==> src/rtl/rs_encoder_204_188.sv <==
// Systematic shortened RS(204,188) encoder over GF(256). Data passes straight through,
// then 16 parity bytes are shifted out of a byte-serial LFSR that divides by g(x).
module rs_encoder_204_188 #(
  parameter int         K         = 188,
  parameter logic [8:0] PRIM_POLY = 9'h11D
) (
  input  logic       clk_i,
  input  logic       rst_ni,
  input  logic       in_valid_i,
  input  logic       in_sop_i,
  input  logic [7:0] in_data_i,
  output logic       in_ready_o,
  output logic       out_valid_o,
  output logic [7:0] out_data_o,
  output logic       out_sop_o,
  output logic       out_eop_o,
  input  logic       out_ready_i
);

  typedef enum logic [1:0] {IDLE, DATA, PARITY} state_t;

  function automatic logic [7:0] gf_mul(input logic [7:0] a, input logic [7:0] b);
    logic [7:0] p;
    logic [7:0] aa;
    p  = 8'h00;
    aa = a;
    for (int i = 0; i < 8; i++) begin
      if (b[i]) p = p ^ aa;
      aa = {aa[6:0], 1'b0} ^ (aa[7] ? PRIM_POLY[7:0] : 8'h00);
    end
    return p;
  endfunction

  // Expand prod (x + alpha^i), i=0..15, at elaboration; returns g0..g15 (monic term implied).
  function automatic logic [127:0] gen_g();
    logic [16:0][7:0] c;
    logic [7:0]       root;
    c    = '0;
    c[0] = 8'h01;
    root = 8'h01;
    for (int i = 0; i < 16; i++) begin
      for (int k = 16; k > 0; k--) c[k] = c[k-1] ^ gf_mul(c[k], root);
      c[0] = gf_mul(c[0], root);
      root = gf_mul(root, 8'h02);
    end
    return c[15:0];
  endfunction

  localparam logic [127:0] G_PACKED = gen_g();
  localparam logic [7:0]   K_LAST   = 8'(K - 1);

  state_t     state_q, state_d;
  logic [7:0] cnt_q, cnt_d;
  logic [7:0] lfsr_q [16];
  logic [7:0] lfsr_d [16];
  logic [7:0] lfsr_upd [16];
  logic       run_q;
  logic       out_valid_q, out_valid_d;
  logic [7:0] out_data_q, out_data_d;
  logic       out_sop_q, out_sop_d;
  logic       out_eop_q, out_eop_d;

  logic       free;
  logic       take;
  logic [7:0] fb;

  assign free       = !out_valid_q || out_ready_i;
  assign in_ready_o = run_q && free && (state_q != PARITY);
  assign take       = in_valid_i && in_ready_o;
  assign fb         = in_data_i ^ lfsr_q[15];

  for (genvar gi = 0; gi < 16; gi++) begin : g_lfsr
    localparam logic [7:0] GC = G_PACKED[8*gi +: 8];
    if (gi == 0) begin : g_first
      assign lfsr_upd[gi] = gf_mul(GC, fb);
    end else begin : g_rest
      assign lfsr_upd[gi] = lfsr_q[gi-1] ^ gf_mul(GC, fb);
    end
  end

  always_comb begin
    state_d     = state_q;
    cnt_d       = cnt_q;
    lfsr_d      = lfsr_q;
    out_valid_d = out_valid_q;
    out_data_d  = out_data_q;
    out_sop_d   = out_sop_q;
    out_eop_d   = out_eop_q;

    if (free) begin
      out_valid_d = 1'b0;
      out_sop_d   = 1'b0;
      out_eop_d   = 1'b0;
    end

    case (state_q)
      IDLE, DATA: begin
        // In IDLE only a start-of-packet byte opens a codeword; cnt_q is 0 there.
        if (take && (state_q == DATA || in_sop_i)) begin
          out_valid_d = 1'b1;
          out_data_d  = in_data_i;
          out_sop_d   = (state_q == IDLE);
          lfsr_d      = lfsr_upd;
          if (cnt_q == K_LAST) begin
            state_d = PARITY;
            cnt_d   = 8'd0;
          end else begin
            state_d = DATA;
            cnt_d   = cnt_q + 8'd1;
          end
        end
      end
      PARITY: begin
        if (free) begin
          out_valid_d = 1'b1;
          out_data_d  = lfsr_q[15];
          out_eop_d   = (cnt_q == 8'd15);
          for (int j = 15; j > 0; j--) lfsr_d[j] = lfsr_q[j-1];
          lfsr_d[0] = 8'h00;
          if (cnt_q == 8'd15) begin
            state_d = IDLE;
            cnt_d   = 8'd0;
          end else begin
            cnt_d = cnt_q + 8'd1;
          end
        end
      end
      default: begin
        state_d = IDLE;
        cnt_d   = 8'd0;
      end
    endcase
  end

  always_ff @(posedge clk_i or negedge rst_ni) begin
    if (!rst_ni) begin
      state_q     <= IDLE;
      cnt_q       <= 8'd0;
      run_q       <= 1'b0;
      out_valid_q <= 1'b0;
      out_data_q  <= 8'h00;
      out_sop_q   <= 1'b0;
      out_eop_q   <= 1'b0;
      for (int j = 0; j < 16; j++) lfsr_q[j] <= 8'h00;
    end else begin
      state_q     <= state_d;
      cnt_q       <= cnt_d;
      run_q       <= 1'b1;
      out_valid_q <= out_valid_d;
      out_data_q  <= out_data_d;
      out_sop_q   <= out_sop_d;
      out_eop_q   <= out_eop_d;
      for (int j = 0; j < 16; j++) lfsr_q[j] <= lfsr_d[j];
    end
  end

  assign out_valid_o = out_valid_q;
  assign out_data_o  = out_data_q;
  assign out_sop_o   = out_sop_q;
  assign out_eop_o   = out_eop_q;

endmodule

==> config.mk <==
export PLATFORM = sky130hd
export DESIGN_NAME = rs_encoder_204_188
export DESIGN_NICKNAME = d
export VERILOG_FILES = /design/src/rtl/rs_encoder_204_188.sv
export SDC_FILE = /design/constraint.sdc
export NUM_CORES = 1
export LEC_CHECK = 0
export ABC_AREA = 1
export ABC_CLOCK_PERIOD_IN_PS = 1800
export CAP_MARGIN = 10
export CORE_UTILIZATION = 57
export DETAILED_ROUTE_END_ITERATION = 12
export HOLD_SLACK_MARGIN = 0.08
export PLACE_DENSITY_LB_ADDON = 0.15
export SLEW_MARGIN = 25
export SYNTH_ARGS = -nofsm -noshare
export SYNTH_HDL_FRONTEND = slang
export SYNTH_SLANG_ARGS = --single-unit
==> constraint.sdc <==
create_clock -name clk_i -period 1.8 [get_ports clk_i]
set_clock_uncertainty 0.2 [all_clocks]
set_input_delay 0.36 -clock clk_i [delete_from_list [all_inputs] [get_ports clk_i]]
set_output_delay 0.36 -clock clk_i [all_outputs]
set_load 0.02 [all_outputs]
==> results of run 1 <==
## cell families after synthesis
logic type / Yosys count
AOI/OAI and AO/OA: 158
xor gates and xnor gates: 96
adders and majority gates: 1
buffers and inverters: 143
DFF: 150
other: 1
and+or+nand+nor: 687
## metrics by stage
| stage | instance area, µm² | cells | TNS, ns | hold slack [ns] |
|---|---|---|---|---|
| 2_1_floorplan | 9190 | 1236 | -31.69 | -0.1356 |
| 3_3_place_gp | 11120 | 1620 | -109.45 | 0.08572 |
| 3_5_place_dp | 11120 | 1620 | -113.75 | 0.08865 |
| 4_1_cts | 14090 | 1725 | -25.87 | 0.2046 |
## synth_stat cells (3+ instances only)
cell,n
sky130_fd_sc_hd__a21oi_1,20
sky130_fd_sc_hd__a31oi_1,8
sky130_fd_sc_hd__o21ai_0,73
sky130_fd_sc_hd__o21ai_1,42
sky130_fd_sc_hd__clkbuf_1,20
sky130_fd_sc_hd__nor2_1,33
sky130_fd_sc_hd__nand4_1,21
sky130_fd_sc_hd__xnor2_1,10
sky130_fd_sc_hd__nand2_1,466
sky130_fd_sc_hd__nand2_4,3
sky130_fd_sc_hd__nand2_2,12
sky130_fd_sc_hd__dfrtp_1,150
sky130_fd_sc_hd__o211ai_1,3
sky130_fd_sc_hd__inv_2,9
sky130_fd_sc_hd__o22ai_1,8
sky130_fd_sc_hd__nand3_1,135
sky130_fd_sc_hd__nor2_2,3
sky130_fd_sc_hd__xor2_1,80
sky130_fd_sc_hd__buf_2,26
sky130_fd_sc_hd__inv_1,83
## timing repair
action,4_1_cts
setup endpoints to repair,159
pin swaps,142
hold endpoints to repair,150
gates cloned,16
resized for setup,438
hold buffers,1
buffers inserted,62
==> impl_metrics.toml, run 1 <==
[synthesis]
synth_top_cell_area_share_pct = 41.55
netlist.top_cell.by_area = "sky130_fd_sc_hd__dfrtp_1"
fraction_of_the_mapped_netlist_area_in_compound_gates_pct = 9.211
synth-warning-count = 0
synthesis.area_mm2 = 0.009034
synth_cell_types = 43
synth-xor-area-share_pct = 10.06
synth-main-ff-cell = "sky130_fd_sc_hd__dfrtp_1"
postSynthNetCount = 1250
synth_top_family_by_area = "simple AND/OR/NAND/NOR gates"
synthesis.area_per_instance_um2 = 7.309
synth_adder_area_share_pct = 0.1385
asyncSetResetFlopFracSynth_pct = 100.0
synth.top_cells.by_area = "sky130_fd_sc_hd__dfrtp_1, sky130_fd_sc_hd__nand2_1, sky130_fd_sc_hd__xor2_1"
yosys.area_share.simple_pct = 32.55
ys_seq_area_share_pct = 41.55
synth_seq_cells = 150
post_synth_inst_count = 1236
post_synth_mux_area_share_pct = 0
synth_enable_flop_cells = 0

[clock_tree]
cts_num_sinks = 150
cts_max_level = 4
max-clock-path-buffers = 2
clk_root_buffer_cell = "sky130_fd_sc_hd__clkbuf_16"
cts_inserted_buffers = 17

[floorplan]
floorplan.initialDensity_pct = 58.99
count_of_standard_cell_rows = 45
die_y_um = 127.9
design.portCount = 25
fp.dieW_um = 127.9

[placed_design]
final_hpwl_dp_um = 21430
portBuffers = 24
dp_slack_ns = -1.007
gpl.final_weighted_congestion = 0.9792

[status]
firstError = "[ERROR DPL-0038] Utilization greater than 100%, impossible to legalize"
outcome.stop_stage = "global routing"
status = "stopped before the end"

[global_routing]
maximum_number_of_pins_on_one_net_before_global_route_repair = 46

[sta]
crit_endpoint = "lfsr_q[27]$_DFFE_PN0P_/D"
timing.repair.worst_endpoint_type = "sequential cell input"
==> run 2, diff against run 1 <==
- ABC_CLOCK_PERIOD_IN_PS: 1800 -> 2340
- CORE_UTILIZATION: 57 -> 40
- HOLD_SLACK_MARGIN: 0.08 -> default
- clock period: 1.8 -> 2.34 ns (I/O delays scaled with it)
==> run 2 against run 1 <==
Net effect:
- the flow now finishes, with violations (DRC)
- synthesized cell count did not move
- synthesized area unchanged
==> impl_metrics.toml, run 2 <==
[finish]
drive_gt1_share_pct = 20.45
flip_flop_count_of_the_largest_register_after_layout = 128
n_antenna_cell = 0
layout.cells.most_common = "sky130_fd_sc_hd__nand2_1"
final_cell_count_no_fill = 1708
postLayoutCellArea_mm2 = 0.01185
multi_input_comb_area_mm2 = 0.004868
layout.core_utilization_pct = 53.96
layout.cells.most_common_list = "sky130_fd_sc_hd__nand2_1, sky130_fd_sc_hd__buf_4, sky130_fd_sc_hd__dfrtp_1, sky130_fd_sc_hd__nand3_1, sky130_fd_sc_hd__inv_1"
largest-register = "lfsr_q"
layout.nets = 1429
layout.area.seq_mm2 = 0.003756
area_growth_pct = 31.16
final.fill_count = 2074

[synthesis]
synth_seq_cells = 150
synth_cell_types = 43
synth-xor-area-share_pct = 10.06
synth-main-ff-cell = "sky130_fd_sc_hd__dfrtp_1"
synthMostInstantiatedCell = "sky130_fd_sc_hd__nand2_1"
synth_enable_flop_cells = 0
synth_adder_area_share_pct = 0.1385
asyncSetResetFlopFracSynth_pct = 100.0
fraction_of_the_mapped_netlist_area_in_compound_gates_pct = 9.211
postSynthNetCount = 1250
synth.top_cells.by_area = "sky130_fd_sc_hd__dfrtp_1, sky130_fd_sc_hd__nand2_1, sky130_fd_sc_hd__xor2_1"
post_synth_inst_count = 1236
synth_commonest_cells = "sky130_fd_sc_hd__nand2_1, sky130_fd_sc_hd__dfrtp_1, sky130_fd_sc_hd__nand3_1"
post_synth_mux_area_share_pct = 0
synthesis.area_mm2 = 0.009034
synth_top_cell_area_share_pct = 41.55
ys_seq_area_share_pct = 41.55
synthesis.area_per_instance_um2 = 7.309
yosys.area_share.simple_pct = 32.55
synth-warning-count = 0
synth_top_family_by_area = "simple AND/OR/NAND/NOR gates"
netlist.top_cell.by_area = "sky130_fd_sc_hd__dfrtp_1"

[global_routing]
maximum_number_of_pins_on_one_net_before_global_route_repair = 60
global_route_wire_length_before_repair_um = 45640
antenna_found_initial = 0
gr_util_all_layers_pct = 25.75
globalRouteOverflowTotal = 0
first_global_vias = 8149

[setup_path]
worstPathRequired_ns = 2.47
cp_max_fo = 6
crit_path_end_kind = "register"
timing.setup.critical_path_class = "reg2reg"
critPathLaunchType = "register"
crit_arrival_ns = 2.40

[sta]
finalWorstPathRequiredPeriod_ns = 2.269
hold_ws_ns = 0.1619
final_critical_path_setup_slack_ns = 0.07145
hold_violations = 0
max_freq_mhz = 440.8
setup-violations-final = 0
fin_crit_sh_pct = 96.95
finalSetupTns_ns = 0
drv_slew = 0

[job]
cap_viol_max_count = 0

[power_and_ir_drop]
clock_network_power_share_pct = 13.4
report.power.total_mw = 21.60
cell_internal_power_mw = 11.35
power_density_mw_per_mm2 = 1823
combPwrFrac_pct = 64.1
power.leakage_nw = 6.119
pwr-share-seq_pct = 22.5
sw_frac_of_total_pct = 47.46
p_switching_mw = 10.25
ir_drop_worst_case_vdd_v = 0.0006533

[placed_design]
postPlaceCellArea_mm2 = 0.01102
gpl.final_weighted_congestion = 0.9382
final_hpwl_dp_um = 21950
dp.cells = 1672
dp_slack_ns = -0.7352
portBuffers = 24

[clock_tree]
clkSlewWorstSetupHoldPaths_ns = 0.07
tritoncts = "done"
clk_root_buffer_cell = "sky130_fd_sc_hd__clkbuf_16"
cts_num_sinks = 150
cts_max_level = 4
max-clock-path-buffers = 2
clock_latency_ns = 0.44
cts_inserted_buffers = 17

[detailed_routing]
vias = 8701
post_route_ant_nets = 0
detail_route.wl_per_cell_um = 16.95
postRouteWirelength_um = 28950
dr.pass1.iters = 9
drt-vias-per-instance = 5.094
drc = 2
drt-initial-drc-count = 673

[floorplan]
count_of_standard_cell_rows = 54
design.portCount = 25
core-area_mm2 = 0.02196
design.die.area_mm2 = 0.02319
die_y_um = 152.3
floorplan.initialDensity_pct = 41.14
fp.dieW_um = 152.3

[status]
violations = "DRC"
status = "finished, violations left"

[worst_hold_path]
min_path_type = "in2reg"
-- run 2: what timing repair did --
action / 4_1_cts / 5_1_grt
pin swaps: 0 / 2
hold endpoints to repair: 34 / 0
setup buffers: 0 / 3
hold buffers: 1 / 0
gates resized for setup: 12 / 42
setup endpoints to repair: 67 / 81
-- run 2: metal layers --
layer	vias up	global-route usage, %	share of wire, %
met3	43	3.783	5.4
met5	-	0	0
met4	0	9.281	2.5
met1	4087	36.04	46
li1	4331	-	-
met2	240	40.47	46
-- run 2: final cells by class --
type	count	area share [%]
multi-input combinational	943	41.09
sequential	150	31.70
timing repair buffer	210	16.15
clock buffer	17	3.590
inverter	93	2.978
tap	280	2.957
clock inverter	15	1.542
-- run 2: critical path, cell delays in order (launching register included) --
cell and delay (ns):
sky130_fd_sc_hd__dfrtp_2 0.48, sky130_fd_sc_hd__nand2_1 0.09, sky130_fd_sc_hd__inv_1 0.06, sky130_fd_sc_hd__nor2_4 0.18
sky130_fd_sc_hd__buf_4 0.17, sky130_fd_sc_hd__nand2_1 0.06, sky130_fd_sc_hd__nand2_2 0.18, sky130_fd_sc_hd__nand3_1 0.17
sky130_fd_sc_hd__nand2_1 0.15, sky130_fd_sc_hd__nand2_1 0.09, sky130_fd_sc_hd__nand2_2 0.11, sky130_fd_sc_hd__nand3_1 0.08
sky130_fd_sc_hd__nand3_1 0.08, sky130_fd_sc_hd__nand2_1 0.05
-- run 2: worst paths after layout --
path                                         from                         to  slack, ns  cells after the start
setup / recovery            lfsr_q[3]$_DFFE_PN0P_     lfsr_q[93]$_DFFE_PN0P_       0.07                     13
hold / removal                       in_data_i[7]  out_data_o[7]$_DFFE_PN0P_       0.16                      3
setup reg to reg            lfsr_q[3]$_DFFE_PN0P_     lfsr_q[93]$_DFFE_PN0P_       0.07                     13
hold reg to reg            lfsr_q[10]$_DFFE_PN0P_      lfsr_q[2]$_DFFE_PN0P_       0.27                      1
max in group asynchronous                  rst_ni    lfsr_q[103]$_DFFE_PN0P_       1.06                      3
min in group asynchronous                  rst_ni      lfsr_q[5]$_DFFE_PN0P_       0.33                      2
-- run 2: kinds of logic after synthesis --
group	after synthesis
fa+ha+maj	1
compound gates	158
flops	150
xor+xnor	96
other cells	1
simple gates	687
buf+inv	143
-- run 2: power groups by stage --
stage / combinational (mW) / sequential, mW / clock, mW
2_1_floorplan: 7.68 / 4.66 / 0
3_3_place_gp: 13.2 / 4.85 / 0
3_5_place_dp: 13.4 / 4.87 / 0
4_1_cts: 13.5 / 4.85 / 2.94
5_1_grt: 15.3 / 4.99 / 3.04
6_report: 13.8 / 4.87 / 2.88
Note: power is estimated with default switching activity, not from simulation.
